`config.mk`:
```
export PLATFORM = sky130hd
export DESIGN_NAME = elevator_call_dispatcher_flat
export DESIGN_NICKNAME = d
export VERILOG_FILES = /design/src/rtl/elevator_call_dispatcher_if.sv /design/src/rtl/elevator_call_dispatcher.sv /design/src/flat_wrapper.sv
export SDC_FILE = /design/constraint.sdc
export NUM_CORES = 1
export LEC_CHECK = 0
export ABC_CLOCK_PERIOD_IN_PS = 5270
export CAP_MARGIN = 20
export CORE_MARGIN = 4
export CORE_UTILIZATION = 45
export DETAILED_ROUTE_END_ITERATION = 8
export GPL_TIMING_DRIVEN = 0
export PLACE_DENSITY = 0.69
export SYNTH_ARGS = -nofsm -noshare
export SYNTH_HDL_FRONTEND = slang
export SYNTH_SLANG_ARGS = --single-unit
```
`constraint.sdc`:
```
create_clock -name clk -period 5.27 [get_ports clk]
set_clock_uncertainty 0.15 [all_clocks]
set_input_delay 1.054 -clock clk [delete_from_list [all_inputs] [get_ports clk]]
set_output_delay 1.054 -clock clk [all_outputs]
set_load 0.02 [all_outputs]
```
`src/rtl/elevator_call_dispatcher_if.sv`:
```
// Call-latch / motor / door bundle between the elevator top level and the dispatcher.
// The dispatcher uses the master side; the call-latch bank and actuators use the slave side.
interface elevator_call_dispatcher_if #(
    parameter int FLOORS = 4
);
    localparam int FW = $clog2(FLOORS);

    logic [FLOORS-1:0] call_pending;
    logic [FLOORS-1:0] call_clear;
    logic [FW-1:0]     floor;
    logic              dir_up;
    logic              motor_up;
    logic              motor_down;
    logic              door_open;
    logic              busy;

    modport master (
        input  call_pending,
        output call_clear,
        output floor,
        output dir_up,
        output motor_up,
        output motor_down,
        output door_open,
        output busy
    );

    modport slave (
        output call_pending,
        input  call_clear,
        input  floor,
        input  dir_up,
        input  motor_up,
        input  motor_down,
        input  door_open,
        input  busy
    );
endinterface

```
`src/rtl/elevator_call_dispatcher.sv`:
```
// SCAN-policy elevator dispatcher: serves latched floor calls, drives motor and door, clears served latches.
// Optional feature macro DOOR_HOLD_EN: a same-floor call while the door is open reopens it.
module elevator_call_dispatcher #(
    parameter int FLOORS        = 4,
    parameter int TRAVEL_CYCLES = 8,
    parameter int DOOR_CYCLES   = 5
) (
    input  logic clk,
    input  logic preset,
    elevator_call_dispatcher_if.master bus
);
    // state     | meaning
    // IDLE      | parked at floor, evaluating pending calls
    // MOVING    | motor on in dir_up, travel counter running
    // DOOR_OPEN | door open at floor, door counter running
    localparam int FW = $clog2(FLOORS);
    localparam int TW = (TRAVEL_CYCLES > 1) ? $clog2(TRAVEL_CYCLES) : 1;
    localparam int DW = (DOOR_CYCLES > 1) ? $clog2(DOOR_CYCLES) : 1;

    typedef enum logic [1:0] {IDLE, MOVING, DOOR_OPEN} state_t;

    state_t            state_q, state_d;
    logic [FW-1:0]     floor_q, floor_d;
    logic              dir_q, dir_d;
    logic [TW-1:0]     travel_q, travel_d;
    logic [DW-1:0]     door_q, door_d;
    logic [FLOORS-1:0] clear_q, clear_d;
    logic              motor_up_q, motor_up_d;
    logic              motor_down_q, motor_down_d;
    logic              door_open_q, door_open_d;
    logic              busy_q, busy_d;

    logic              here_call, ahead, behind;
    logic              travel_tc, door_tc;
    logic [FW-1:0]     next_floor;
    logic              arrive_call, further;
    logic              reopen;

    function automatic logic any_ahead(input logic [FLOORS-1:0] calls,
                                       input logic [FW-1:0] f,
                                       input logic up);
        any_ahead = 1'b0;
        for (int i = 0; i < FLOORS; i++) begin
            if (calls[i] && (up ? (i > int'(f)) : (i < int'(f))))
                any_ahead = 1'b1;
        end
    endfunction

    assign here_call   = bus.call_pending[floor_q];
    assign ahead       = any_ahead(bus.call_pending, floor_q, dir_q);
    assign behind      = any_ahead(bus.call_pending, floor_q, ~dir_q);
    assign travel_tc   = (travel_q == TW'(TRAVEL_CYCLES - 1));
    assign door_tc     = (door_q == DW'(DOOR_CYCLES - 1));
    assign next_floor  = dir_q ? floor_q + FW'(1) : floor_q - FW'(1);
    assign arrive_call = bus.call_pending[next_floor];
    assign further     = any_ahead(bus.call_pending, next_floor, dir_q);

`ifdef DOOR_HOLD_EN
    // A pending bit seen while its clear pulse is still out is the call just served.
    assign reopen = here_call && !clear_q[floor_q];
`else
    assign reopen = 1'b0;
`endif

    always_ff @(posedge clk or posedge preset) begin
        if (preset) begin
            state_q      <= IDLE;
            floor_q      <= '0;
            dir_q        <= 1'b1;
            travel_q     <= '0;
            door_q       <= '0;
            clear_q      <= '0;
            motor_up_q   <= 1'b0;
            motor_down_q <= 1'b0;
            door_open_q  <= 1'b0;
            busy_q       <= 1'b0;
        end else begin
            state_q      <= state_d;
            floor_q      <= floor_d;
            dir_q        <= dir_d;
            travel_q     <= travel_d;
            door_q       <= door_d;
            clear_q      <= clear_d;
            motor_up_q   <= motor_up_d;
            motor_down_q <= motor_down_d;
            door_open_q  <= door_open_d;
            busy_q       <= busy_d;
        end
    end

    always_comb begin
        state_d = state_q;
        case (state_q)
            IDLE: begin
                if (here_call)
                    state_d = DOOR_OPEN;
                else if (ahead || behind)
                    state_d = MOVING;
            end
            MOVING: begin
                if (travel_tc) begin
                    if (arrive_call)
                        state_d = DOOR_OPEN;
                    else if (!further)
                        state_d = IDLE;
                end
            end
            DOOR_OPEN: begin
                if (!reopen && door_tc)
                    state_d = IDLE;
            end
            default: state_d = IDLE;
        endcase
    end

    // Registered outputs are derived from the state being entered so they line up with it.
    always_comb begin
        floor_d  = floor_q;
        dir_d    = dir_q;
        travel_d = '0;
        door_d   = '0;
        clear_d  = '0;
        case (state_q)
            IDLE: begin
                if (here_call)
                    clear_d = FLOORS'(1) << floor_q;
                else if (!ahead && behind)
                    dir_d = ~dir_q;
            end
            MOVING: begin
                if (travel_tc) begin
                    floor_d = next_floor;
                    if (arrive_call)
                        clear_d = FLOORS'(1) << next_floor;
                end else begin
                    travel_d = travel_q + TW'(1);
                end
            end
            DOOR_OPEN: begin
                if (reopen)
                    clear_d = FLOORS'(1) << floor_q;
                else if (!door_tc)
                    door_d = door_q + DW'(1);
            end
            default: ;
        endcase
        motor_up_d   = (state_d == MOVING) && dir_d;
        motor_down_d = (state_d == MOVING) && !dir_d;
        door_open_d  = (state_d == DOOR_OPEN);
        busy_d       = (state_d != IDLE);
    end

    assign bus.call_clear = clear_q;
    assign bus.floor      = floor_q;
    assign bus.dir_up     = dir_q;
    assign bus.motor_up   = motor_up_q;
    assign bus.motor_down = motor_down_q;
    assign bus.door_open  = door_open_q;
    assign bus.busy       = busy_q;
endmodule

```
`src/flat_wrapper.sv`:
```
// flat-port wrapper written by rule: the top's interface ports become plain ports
module elevator_call_dispatcher_flat 
#(
    parameter int FLOORS        = 4,
    parameter int TRAVEL_CYCLES = 8,
    parameter int DOOR_CYCLES   = 5
)
  (clk, preset, bus_call_pending, bus_call_clear, bus_floor, bus_dir_up, bus_motor_up, bus_motor_down, bus_door_open, bus_busy);
  elevator_call_dispatcher_if #(.FLOORS(FLOORS)) bus_i ();
  input  logic clk;
  input  logic preset;
  input wire logic [$bits(bus_i.call_pending)-1:0] bus_call_pending;
  output wire logic [$bits(bus_i.call_clear)-1:0] bus_call_clear;
  output wire logic [$bits(bus_i.floor)-1:0] bus_floor;
  output wire logic [$bits(bus_i.dir_up)-1:0] bus_dir_up;
  output wire logic [$bits(bus_i.motor_up)-1:0] bus_motor_up;
  output wire logic [$bits(bus_i.motor_down)-1:0] bus_motor_down;
  output wire logic [$bits(bus_i.door_open)-1:0] bus_door_open;
  output wire logic [$bits(bus_i.busy)-1:0] bus_busy;
  assign bus_i.call_pending = bus_call_pending;
  assign bus_call_clear = bus_i.call_clear;
  assign bus_floor = bus_i.floor;
  assign bus_dir_up = bus_i.dir_up;
  assign bus_motor_up = bus_i.motor_up;
  assign bus_motor_down = bus_i.motor_down;
  assign bus_door_open = bus_i.door_open;
  assign bus_busy = bus_i.busy;
  elevator_call_dispatcher #(.FLOORS(FLOORS), .TRAVEL_CYCLES(TRAVEL_CYCLES), .DOOR_CYCLES(DOOR_CYCLES)) u_core (.clk(clk), .preset(preset), .bus(bus_i));
endmodule
```
==> results.sh <==
export IMPL_die_y_um=57.10
export IMPL_place_area_sq_um=1280
export IMPL_htree_levels=1
export IMPL_final_setup_tns_ps=0
export IMPL_finalPower_mw=0.4005
export IMPL_synth_top_area_share=0.4152
export IMPL_final_cells=151
export IMPL_die_w_um=57.10
export IMPL_grt_max_degree=20
export IMPL_yosysMostFrequentCell="dfrtp_1"
export IMPL_synth_nets=119
export IMPL_ir_drop_v=0.0002069
export IMPL_fin_area_sq_um=1308
export IMPL_utilization=0.5799
export IMPL_fillers=217
export IMPL_crit_family="multiplexers"
export IMPL_max_stage_delay_ps=560
export IMPL_min_path_type="reg2reg"
export IMPL_cts_made_buffers=3
export IMPL_drt_iter0_markers=50
export IMPL_synthesis_area_sq_um=1085
export IMPL_grt_overflow=0
export IMPL_ys_seq_area_frac=0.4394
export IMPL_synth_cells=103
export IMPL_start_util=0.4811
export IMPL_rsz0062_at_grt="no"
export IMPL_crit_type="in2reg"
export IMPL_avgRoutedWirePerCell_um=14.27
export IMPL_synth_area_top_cells="dfrtp_1, ha_1, mux4_2"
export IMPL_final_antenna_net_count=0
export IMPL_cts_buffer_depth=2
export IMPL_cp_data_required_time_ps=5350
export IMPL_path_buf_inv=1
export IMPL_p_leak_nw=0.5968
export IMPL_finalHoldViolations=0
export IMPL_path_cells="clkdlybuf4s50_1, mux4_2, or3_4, nor2_4, a21oi_1, a21oi_1"
export IMPL_nets=140
export IMPL_grt_util_all_layers=0.1461
export IMPL_cap_viol_max_count=0
export IMPL_hold_ws_ps=301.4
export IMPL_startpoint_type="primary input"
export IMPL_cts_hold_buf=0
export IMPL_drc_errors=0
export IMPL_worst_path_most_repeated_cell="a21oi_1"
export IMPL_cp_slowest_cell="mux4_2"
export IMPL_hpwl_mm=1.646
export IMPL_clk_pin_slew_worst_paths_ps=110
export IMPL_synth_edf_count=0
export IMPL_setup_viol=0
export IMPL_cp_arrival_ps=2880
export IMPL_synth_seq_cells=19
export IMPL_tightest_slew_ps=714.8
export IMPL_drt_pass1_iter_count=5
export IMPL_slew_headroom=0.5229
export IMPL_dp_cells=147
export IMPL_pre_cts_ws_ps=2164
export IMPL_port_buffers=16
export IMPL_num_rows=17
export IMPL_powerDensity_nw_per_um2=306.3
export IMPL_cts_root_buf="clkbuf_4"
export IMPL_status="finished, final reports clean"
export IMPL_grt_first_pass_wirelength_mm=3.719
export IMPL_fin_crit_sh=0.5308
export IMPL_syn_area_per_cell_sq_um=10.53
export IMPL_netlist_cell_type_count=35
export IMPL_slew_violations=0
export IMPL_cts_tree="done"
export IMPL_die_area_sq_um=3260
export IMPL_routabilityCongestion=0.8745
export IMPL_async_flop_share=1.000
export IMPL_ys_warn_count=0
export IMPL_setup_ws_ps=2473
export IMPL_coreArea_sq_um=2255
export IMPL_setup_worst_path_end_class="register"
export IMPL_routed_wl_mm=2.155
export IMPL_clock_sinks=19
export IMPL_area_growth_pct=20.53
export IMPL_worstPathMaxFanout=7
export IMPL_fin_crit_ps=2797
export IMPL_ios=17
export IMPL_drive_gt1_frac=0.1057
export IMPL_synth_top_flop_cell="dfrtp_1"
export IMPL_clock_latency_ps=300
export IMPL_ys_top_cells_by_count="dfrtp_1, nor2_1, ha_1"
export IMPL_postCtsSetupBuffers=0
export IMPL_grt_pass1_vias=808
export IMPL_fmax_mhz=357.5
export IMPL_yosysTopAreaCell="dfrtp_1"
export IMPL_via_count=816
export IMPL_cts_resized=0
export IMPL_diodes=0
export IMPL_drt_vias_per_instance=5.404
export IMPL_antenna_found_initial=0
[flip-flops by register name, summed over array words and instances, names as in the netlist]
register and count:
u_core.bus.call_clear 4, u_core.door_q 3, u_core.travel_q 3, u_core.bus.floor 2, u_core.state_q 2, u_core.bus.busy 1, u_core.bus.dir_up 1, u_core.bus.door_open 1
u_core.bus.motor_down 1, u_core.bus.motor_up 1
[logic make-up (layout without fill, tap and decap cells)]
kind of cell | after synthesis | in the layout | share of synthesized area
flip-flops | 19 | 19 | 0.4394
multiplexers | 3 | 3 | 0.05075
buffers and inverters | 10 | 30 | 0.04382
XOR/XNOR | 3 | 3 | 0.02423
AO/OA/AOI/OAI | 26 | 26 | 0.1650
AND/OR/NAND/NOR | 32 | 32 | 0.1615
adder cells (fa/ha/maj) | 10 | 10 | 0.1153
[final timing paths]
kind                                     start             endpoint  slack [ps]  cells after the start
max                        bus_call_pending[0]  u_core.bus.motor_up        2470                      6
min                         u_core.travel_q[0]   u_core.travel_q[0]         300                      1
max reg2reg                u_core.bus.floor[0]      u_core.bus.busy        2680                      7
min reg2reg                 u_core.travel_q[0]   u_core.travel_q[0]         300                      1
max in group asynchronous               preset     u_core.door_q[0]        3510                      2
min in group asynchronous               preset     u_core.door_q[2]        1010                      2
[metal layers]
metal	part of all wire	track usage	wire length [um]	vias to the layer above
li1	-	-	-	409
met1	0.45	0.1966	968	378
met2	0.48	0.2365	1039	25
met3	0.056	0.03394	121	4
met4	0.012	0.03974	25	0
met5	0	0	0	-
[final cells by class]
class / instances / area (sq um) / area share
clock inverter: 1 / 5.005 / 0.003828
multi-input combinational: 74 / 560.5 / 0.4287
clock buffer: 3 / 22.52 / 0.01722
buffer: 1 / 13.76 / 0.01053
tap: 28 / 35.03 / 0.02679
inverter: 9 / 33.78 / 0.02584
timing repair buffer: 16 / 160.2 / 0.1225
sequential: 19 / 476.7 / 0.3646
[where the power goes]
group | total, mW | internal (mW) | switching, mW
sequential | 0.198 | 0.175 | 0.0237
clock | 0.0740 | 0.0283 | 0.0457
combinational | 0.128 | 0.0611 | 0.0671
total | 0.400 | 0.264 | 0.137
[layout by cell type, fill, tap and decap left out, types with 2 or more instances in the layout]
cell | netlist | routed
a21oi_1 | 8 | 8
a221oi_1 | 2 | 2
a32o_1 | 4 | 4
and2_1 | 2 | 2
clkbuf_4 | 0 | 3
clkdlybuf4s50_1 | 0 | 16
dfrtp_1 | 18 | 18
ha_1 | 10 | 10
inv_1 | 8 | 8
mux4_2 | 2 | 2
nand2_1 | 5 | 5
nand2b_1 | 4 | 4
nor2_1 | 11 | 11
nor3_1 | 2 | 2
o21ai_0 | 4 | 4
xnor2_1 | 2 | 2
No activity file was read; power rests on OpenSTA's default activity.
